### config.mk
export PLATFORM = sky130hd
export DESIGN_NAME = muldiv_unit
export DESIGN_NICKNAME = d
export VERILOG_FILES = /design/src/rtl/muldiv_unit.sv
export SDC_FILE = /design/constraint.sdc
export NUM_CORES = 1
export LEC_CHECK = 0
export CAP_MARGIN = 20
export CORE_MARGIN = 3
export CORE_UTILIZATION = 40
export CTS_CLUSTER_DIAMETER = 60
export DETAILED_ROUTE_END_ITERATION = 10
export PLACE_DENSITY_LB_ADDON = 0.25
export REMOVE_ABC_BUFFERS = 1
export SYNTH_ARGS = -nofsm -noshare
export SYNTH_HDL_FRONTEND = slang
export SYNTH_SLANG_ARGS = --single-unit
### constraint.sdc
create_clock -name clk_i -period 8.8 [get_ports clk_i]
set_clock_uncertainty 0.1 [all_clocks]
set_input_delay 2.64 -clock clk_i [delete_from_list [all_inputs] [get_ports clk_i]]
set_output_delay 2.64 -clock clk_i [all_outputs]
set_load 0.03 [all_outputs]
### src/rtl/muldiv_unit.sv
// Iterative MULT/MULTU/DIV/DIVU sequencer that owns HI/LO and also services MTHI/MTLO.
// Define MULDIV_EARLY_OUT_EN to end multiplies once the remaining multiplier bits are zero.
module muldiv_unit #(
    parameter int WIDTH = 32,
    parameter int CNT_W = 6
) (
    input  logic             clk_i,
    input  logic             rst_i,
    input  logic             start_e_i,
    input  logic [2:0]       op_e_i,
    input  logic [WIDTH-1:0] src_a_e_i,
    input  logic [WIDTH-1:0] src_b_e_i,
    input  logic             flush_i,
    output logic             stall_o,
    output logic             done_o,
    output logic [WIDTH-1:0] hi_o,
    output logic [WIDTH-1:0] lo_o
);

    typedef enum logic [1:0] {
        S_IDLE,
        S_RUN,
        S_FIX
    } state_t;

    localparam logic [2:0]       OP_MTHI = 3'd4;
    localparam logic [2:0]       OP_MTLO = 3'd5;
    localparam logic [CNT_W-1:0] CNT_ONE = 1;

    state_t               r_state;
    state_t               w_next;
    logic [CNT_W-1:0]     r_cnt;
    logic                 r_isDiv;
    logic                 r_resNeg;
    logic                 r_remNeg;
    logic [2*WIDTH-1:0]   r_prod;
    logic [2*WIDTH-1:0]   r_mcand;
    logic [WIDTH-1:0]     r_mplier;
    logic [WIDTH-1:0]     r_rem;
    logic [WIDTH-1:0]     r_quot;
    logic [WIDTH-1:0]     r_divisor;
    logic [WIDTH-1:0]     r_hi;
    logic [WIDTH-1:0]     r_lo;

    logic                 w_isMulDiv;
    logic                 w_signedOp;
    logic                 w_accept;
    logic                 w_resNeg;
    logic                 w_remNeg;
    logic                 w_lastIter;
    logic [WIDTH-1:0]     w_absA;
    logic [WIDTH-1:0]     w_absB;
    logic [2*WIDTH-1:0]   w_mulAcc;
    logic [2*WIDTH-1:0]   w_mulFinal;
    logic [WIDTH:0]       w_divShift;
    logic [WIDTH-1:0]     w_divSub;
    logic                 w_divOk;

    assign w_isMulDiv = start_e_i && !op_e_i[2];
    assign w_signedOp = !op_e_i[0];
    assign w_accept   = (r_state == S_IDLE) && w_isMulDiv && !flush_i;
    assign w_absA     = (w_signedOp && src_a_e_i[WIDTH-1]) ? -src_a_e_i : src_a_e_i;
    assign w_absB     = (w_signedOp && src_b_e_i[WIDTH-1]) ? -src_b_e_i : src_b_e_i;
    // A zero divisor leaves the quotient as all ones, so its sign fix is suppressed.
    assign w_resNeg   = w_signedOp && (src_a_e_i[WIDTH-1] ^ src_b_e_i[WIDTH-1])
                        && !(op_e_i[1] && (src_b_e_i == '0));
    assign w_remNeg   = w_signedOp && src_a_e_i[WIDTH-1];

    assign w_mulAcc   = r_prod + (r_mplier[0] ? r_mcand : '0);
    assign w_mulFinal = r_resNeg ? -r_prod : r_prod;

    // Restoring step: the shifted partial remainder is one bit wider than the divisor.
    assign w_divShift = {r_rem, r_quot[WIDTH-1]};
    assign w_divOk    = (w_divShift >= {1'b0, r_divisor});
    assign w_divSub   = WIDTH'(w_divShift - {1'b0, r_divisor});

`ifdef MULDIV_EARLY_OUT_EN
    assign w_lastIter = (r_cnt == CNT_ONE) || (!r_isDiv && ((r_mplier >> 1) == '0));
`else
    assign w_lastIter = (r_cnt == CNT_ONE);
`endif

    always_ff @(posedge clk_i or negedge rst_i) begin
        if (!rst_i) begin
            r_state <= S_IDLE;
        end else begin
            r_state <= w_next;
        end
    end

    always_comb begin
        w_next  = r_state;
        stall_o = 1'b0;
        done_o  = 1'b0;
        case (r_state)
            S_IDLE: begin
                stall_o = w_isMulDiv;
                if (w_accept) begin
                    w_next = S_RUN;
                end
            end
            S_RUN: begin
                stall_o = 1'b1;
                if (w_lastIter) begin
                    w_next = S_FIX;
                end
            end
            S_FIX: begin
                stall_o = 1'b1;
                done_o  = !flush_i;
                w_next  = S_IDLE;
            end
            default: w_next = S_IDLE;
        endcase
        if (flush_i) begin
            w_next = S_IDLE;
        end
        if (!rst_i) begin
            stall_o = 1'b0;
        end
    end

    // Operand capture, one iteration per RUN cycle, and the HI/LO write ports.
    always_ff @(posedge clk_i or negedge rst_i) begin
        if (!rst_i) begin
            r_cnt     <= '0;
            r_isDiv   <= 1'b0;
            r_resNeg  <= 1'b0;
            r_remNeg  <= 1'b0;
            r_prod    <= '0;
            r_mcand   <= '0;
            r_mplier  <= '0;
            r_rem     <= '0;
            r_quot    <= '0;
            r_divisor <= '0;
            r_hi      <= '0;
            r_lo      <= '0;
        end else begin
            case (r_state)
                S_IDLE: begin
                    if (w_accept) begin
                        r_cnt     <= CNT_W'(WIDTH);
                        r_isDiv   <= op_e_i[1];
                        r_resNeg  <= w_resNeg;
                        r_remNeg  <= w_remNeg;
                        r_prod    <= '0;
                        r_mcand   <= {{WIDTH{1'b0}}, w_absA};
                        r_mplier  <= w_absB;
                        r_rem     <= '0;
                        r_quot    <= w_absA;
                        r_divisor <= w_absB;
                    end else if (start_e_i && !flush_i && (op_e_i == OP_MTHI)) begin
                        r_hi <= src_a_e_i;
                    end else if (start_e_i && !flush_i && (op_e_i == OP_MTLO)) begin
                        r_lo <= src_a_e_i;
                    end
                end
                S_RUN: begin
                    r_cnt <= r_cnt - CNT_ONE;
                    if (r_isDiv) begin
                        r_rem  <= w_divOk ? w_divSub : w_divShift[WIDTH-1:0];
                        r_quot <= {r_quot[WIDTH-2:0], w_divOk};
                    end else begin
                        r_prod   <= w_mulAcc;
                        r_mcand  <= r_mcand << 1;
                        r_mplier <= r_mplier >> 1;
                    end
                end
                S_FIX: begin
                    if (!flush_i) begin
                        if (r_isDiv) begin
                            r_hi <= r_remNeg ? -r_rem : r_rem;
                            r_lo <= r_resNeg ? -r_quot : r_quot;
                        end else begin
                            r_hi <= w_mulFinal[2*WIDTH-1:WIDTH];
                            r_lo <= w_mulFinal[WIDTH-1:0];
                        end
                    end
                end
                default: ;
            endcase
        end
    end

    assign hi_o = r_hi;
    assign lo_o = r_lo;

endmodule
Word level (Yosys, flattened, before mapping)
Index checks and enable logic that the tools add are counted.
{"block": "totals", "regBits": 331, "in_bits": 71, "output_inout_bits": 66, "elab_cells": 107}
{"block": "classes", "add_sub_neg": 8, "n_lt_le_gt_ge": 1, "n_eq_ne": 15, "mux": 42, "bitwise_logic": 1, "n_reduce_logical": 27}
{"operator": "2-to-1 mux 32 bit", "n": 20}
{"operator": "2-to-1 mux 64 bit", "n": 6}
{"operator": "case mux 32 bit (2 select lines)", "n": 5}
{"operator": "case mux 64 bit (2 select lines)", "n": 2}
{"operator": "negation 32 bit", "n": 4}
{"operator": "adder 64 bit", "n": 1}
{"operator": "negation 64 bit", "n": 1}
{"operator": ">= comparator 33 x 32 -> 1 bit", "n": 1}
{"operator": "zero test 32 bit", "n": 1}
{"operator": "subtractor 32 bit", "n": 1}
{"operator": "inequality test 2 bit (second input constant)", "n": 6}
{"operator": "case mux 6 bit (2 select lines)", "n": 1}
{"operator": "logical AND 1 bit", "n": 11}
{"operator": "equality test 3 bit (second input constant)", "n": 2}
{"operator": "equality test 6 x 1 -> 1 bit (second input constant)", "n": 1}
{"operator": "2-to-1 mux 2 bit", "n": 3}
{"operator": "2-to-1 mux 6 bit", "n": 1}
{"operator": "inequality test 3 bit (second input constant)", "n": 2}
{"operator": "AND reduction 2 bit", "n": 3}
{"operator": "AND reduction 3 bit", "n": 2}
{"operator": "subtractor 6 x 1 -> 6 bit (second input constant)", "n": 1}
{"operator": "AND reduction 5 bit", "n": 1}
{"operator": "zero test 1 bit", "n": 4}
{"operator": "inequality test 2 x 1 -> 1 bit (second input constant)", "n": 2}
{"operator": "10 further kinds", "n": 12}

Logic depth before layout (Yosys ltp)
{"block": "logic_depth", "word_depth": 7, "ltp_mapped": 16, "ltp_nobuf": 14}

Worst setup path after synthesis
No wires, ideal clock.
{"block": "synth_path", "path_kind": "input to output", "startpoint": "in start_e_i", "endpoint": "out stall_o", "t_arrival_ps": 3640, "required_ps": 6060, "slack_ps": 2420, "cell_stages": 3, "n_path_buf": 0, "cell_sequence": "nor2b_1 -> a21oi_1 -> nor3b_1"}
{"block": "synth_via", "elab_chain_cells": 3}
{"item": "from (decl)", "line": "9", "rtl": "input logic start_e_i,"}
{"item": "logical AND 1 bit", "line": "59", "rtl": "assign w_isMulDiv = start_e_i && !op_e_i[2];"}
{"item": "case mux 1 bit (2 select lines)", "line": "95", "rtl": "case (r_state)"}
{"item": "2-to-1 mux 1 bit", "line": "118", "rtl": "if (!rst_i) begin"}
{"item": "to (decl)", "line": "14", "rtl": "output logic stall_o,"}
No other way between the ends.

Worst setup path in the final report
Same ends and word-level chain as after synthesis.

==> results_tabular.tex <==
\begin{tabular}{lr}
\hline
Metric & Value \\
\hline
\multicolumn{2}{l}{\textbf{Worst hold path}} \\
Kind of path behind the tightest hold check & reg2reg \\
Worst Hold Launch & lo\_o[18] \\
Hold Path End & lo\_o[18] \\
Count of cells along the worst hold path & 2 \\
\multicolumn{2}{l}{\textbf{Logic synthesis}} \\
Async set-or-reset flop fraction in the synthesized netlist & 1.00 \\
Top area cells in the synthesized netlist & sky130\_fd\_sc\_hd\_\_dfrtp\_1 (34\%), sky130\_fd\_sc\_hd\_\_o21ai\_0 (7.4\%), sky130\_fd\_sc\_hd\_\_nand2\_1 (6.8\%), sky130\_fd\_sc\_hd\_\_xnor2\_1 (5.8\%), sky130\_fd\_sc\_hd\_\_ha\_1 (5.5\%) \\
Syn Inst Count & 2992 \\
Netlist area before placement & 24400 um2 \\
Count of flip-flops with a built-in enable after synthesis & 0 \\
Post-synthesis register bit count & 331 \\
Yosys cell types & 85 \\
Share of synthesized area occupied by flip-flops and latches & 0.340 \\
Yosys top cell area share & 0.340 \\
Avg Inst Size Synth & 8.15 um2 \\
Predominant post-synthesis flop cell & sky130\_fd\_sc\_hd\_\_dfrtp\_1 \\
Post-synth top area cell & sky130\_fd\_sc\_hd\_\_dfrtp\_1 \\
Yosys synthesis warning count & 0 \\
Cell types with the highest counts after synthesis & sky130\_fd\_sc\_hd\_\_nand2\_1 (444), sky130\_fd\_sc\_hd\_\_o21ai\_0 (362), sky130\_fd\_sc\_hd\_\_dfrtp\_1 (331) \\
Leading cell type by number of instances after synthesis & sky130\_fd\_sc\_hd\_\_nand2\_1 \\
\multicolumn{2}{l}{\textbf{Clocking}} \\
TritonCTS clock tree & done \\
Post-CTS setup buffers & 0 \\
Hold-fix buffers, CTS & 0 \\
Clock root buffer & sky130\_fd\_sc\_hd\_\_clkbuf\_16 \\
Maximum level of the CTS H-tree & 2 \\
\# resized after CTS & 0 \\
Largest buffer count on any clock path & 3 \\
TritonCTS sink count & 331 \\
TritonCTS buffer count & 45 \\
Clock slew at reported path FFs & 0.05 ns \\
Clock insertion delay at the later pin of the skew report & 0.59 ns \\
\multicolumn{2}{l}{\textbf{Floorplan}} \\
Height of the die & 253 um \\
Width of the chip & 253 um \\
Initial Utilization & 0.409 \\
I/O pin cnt & 137 \\
Die area & 64000 um2 \\
Placement row count & 89 \\
Area of the placeable core & 59700 um2 \\
\multicolumn{2}{l}{\textbf{STA}} \\
Pin slew with the least headroom to its limit & 1.13 ns \\
Maximum clock frequency & 0.140 GHz \\
Final hold violations & 0 \\
Finish-stage setup viols & 0 \\
Final clock period utilization by the worst path & 0.813 \\
Setup repair after global routing missed its margin & no \\
Post-layout min period & 7.16 ns \\
Accumulated negative setup slack & 0 ns \\
Count of pins over their slew limit & 0 \\
Worst slew margin relative to its limit & 0.247 \\
\multicolumn{2}{l}{\textbf{Routing}} \\
Count of vias placed by the detailed router & 22400 \\
Number of iterations in the first detailed-routing pass & 8 \\
Avg Vias per Cell & 5.83 \\
Detailed Route WL & 80300 um \\
Routed wire per std cell & 20.9 um \\
Remaining DRCs & 0 \\
Antenna violation net count after detailed routing & 0 \\
Iter 0 DRT Violations & 1638 \\
\multicolumn{2}{l}{\textbf{Critical path}} \\
Sort of element at the start of the critical path & input pin \\
Crit path arrival time & 4.42 ns \\
Buffers \& Inverters on Critical Path & 2 \\
Register-to-register path setup slack & 3.26 ns \\
R2r startpoint & r\_mplier[0] \\
R2r worst-path depth & 14 \\
Reg-to-Reg End & r\_prod[62] \\
Critical Path, Cell by Cell & clkdlybuf4s50\_1 -> nor2b\_1 -> a21oi\_1 -> nor3b\_1 -> clkdlybuf4s50\_1 \\
Largest stage delay on the critical path & 0.72 ns \\
Type of element capturing the critical path & output port \\
Maximum fanout along the worst path & 4 \\
Required arrival time at the worst endpoint & 6.06 ns \\
Kind of critical path & in2out \\
Cell with the most instances on the worst path & sky130\_fd\_sc\_hd\_\_clkdlybuf4s50\_1 \\
CP max-delay cell & sky130\_fd\_sc\_hd\_\_clkdlybuf4s50\_1 \\
Cell type group with the largest total delay on the critical path & buffers and inverters \\
\multicolumn{2}{l}{\textbf{Place}} \\
Port buffer count & 136 \\
HPWL after DPL & 59900 um \\
Routability congestion estimate & 0.984 \\
\multicolumn{2}{l}{\textbf{GRT}} \\
Total routing resource utilization after global routing & 0.247 \\
Residual overflow from global routing & 0 \\
Vias in the first global route & 21800 \\
Wire length of the first global-routing pass & 125000 um \\
Antenna violations before repair & 1 \\
Pin count of the biggest net entering global routing & 135 \\
\multicolumn{2}{l}{\textbf{Power and ir drop}} \\
Proportion of total power due to net switching & 0.451 \\
Relative contribution of sequential cells to total power & 0.290 \\
Logic gate share of total power & 0.494 \\
Tot Pwr & 8.87 mW \\
Int Power & 4.87 mW \\
Net Switching & 4.00 mW \\
Total leakage power & 12.7 nW \\
Cell Pwr Density & 317 nW/um2 \\
Clock network fraction of total power & 0.216 \\
Peak supply drop & 0.163 mV \\
\multicolumn{2}{l}{\textbf{Finish}} \\
Total Nets Final & 3206 \\
Ratio of cells with drive above 1 in the final layout & 0.0539 \\
Area growth from synthesis to layout & 14.7\% \\
\# fillers & 5955 \\
Antenna cells & 0 \\
\multicolumn{2}{l}{\textbf{Flow run}} \\
Max-cap check violation count & 0 \\
\multicolumn{2}{l}{\textbf{Status}} \\
Outcome & finished, final reports clean \\
\hline
\end{tabular}
==> layout by cell type, fill, tap and decap left out, types with 81 or more instances in the layout <==
cell type                         netlist  final
sky130_fd_sc_hd__a21o_1               109    109
sky130_fd_sc_hd__a21oi_1              214    214
sky130_fd_sc_hd__and2_1                81     81
sky130_fd_sc_hd__clkdlybuf4s50_1        0    135
sky130_fd_sc_hd__dfrtp_1              331    329
sky130_fd_sc_hd__ha_1                 107    106
sky130_fd_sc_hd__inv_1                 85     84
sky130_fd_sc_hd__nand2_1              444    441
sky130_fd_sc_hd__nor2_1               147    143
sky130_fd_sc_hd__o21ai_0              362    362
sky130_fd_sc_hd__xnor2_1              162    162
sky130_fd_sc_hd__xor2_1               101    101
==> logic make-up (layout without fill, tap and decap cells) <==
group                    after synthesis  in the layout  synth area share
AND/OR/NAND/NOR                      982            982             0.191
multiplexers                          59             59            0.0252
AO/OA/AOI/OAI                        983            983             0.252
buffers and inverters                265            335            0.0417
flip-flops                           331            331             0.340
XOR/XNOR                             263            263            0.0945
adder cells (fa/ha/maj)              109            109            0.0565
==> flip-flops by register name (all words and copies together) (netlist names) <==
register / cells
r_cnt: 6
r_quot: 32
r_resNeg: 1
r_prod: 64
r_mplier: 32
r_mcand: 64
hi_o: 32
r_rem: 32
lo_o: 32
r_state: 2
r_divisor: 32
r_isDiv: 1
r_remNeg: 1
==> worst min-delay path, cell delays in order (launching register included) <==
cell,delay [ns]
sky130_fd_sc_hd__dfrtp_1,0.34
sky130_fd_sc_hd__nand2_1,0.04
sky130_fd_sc_hd__o21ai_0,0.06
==> how the worst max path moves through the flow <==
stage,start,to,slack [ns],cells after the start
6_report,start_e_i,stall_o,1.64,5
5_1_grt,start_e_i,stall_o,1.55,5
4_1_cts,start_e_i,stall_o,1.63,5
3_5_place_dp,start_e_i,stall_o,1.67,5
3_3_place_gp,start_e_i,stall_o,1.64,5
2_1_floorplan,flush_i,r_prod[63],-1.34,9
==> layout make-up <==
class,instances,area [um2],share of cell area
timing repair buffer,166,1690,0.0603
clock buffer,63,1270,0.0456
inverter,86,325,0.0116
clock inverter,20,267,0.00953
tap,773,967,0.0346
sequential,331,8290,0.296
multi-input combinational,2396,15200,0.542
==> stage by stage <==
step / setup WS (ns) / hold slack, ns / util / instances / area, um2
2_1_floorplan: -1.34 / 0.350 / - / 2813 / 23700
3_3_place_gp: 1.64 / 0.362 / 0.442 / 3749 / 26400
3_5_place_dp: 1.67 / 0.370 / 0.442 / 3750 / 26400
4_1_cts: 1.63 / 0.382 / 0.468 / 3833 / 27900
5_1_grt: 1.55 / 0.395 / 0.469 / 3835 / 28000
6_report: 1.64 / 0.374 / 0.469 / 3835 / 28000
==> layer usage <==
layer / GRT usage / part of all wire / wire length, um / vias up
li1: - / - / - / 10700
met1: 0.321 / 0.43 / 34400 / 10700
met2: 0.415 / 0.47 / 37400 / 754
met3: 0.0372 / 0.063 / 5020 / 165
met4: 0.0992 / 0.042 / 3370 / 2
met5: 0 / 0.00016 / 13 / -
==> power groups by stage <==
stage / Combinational [mW] / Clock (mW) / Sequential [mW]
CTS: 4.36 / 1.95 / 2.57
detailed placement: 4.34 / 0 / 2.59
finish: 4.39 / 1.91 / 2.57
global route: 4.81 / 2.01 / 2.64
floorplan: 2.61 / 0 / 2.78
global placement: 4.26 / 0 / 2.56
(Power assumes the default switching activity.)
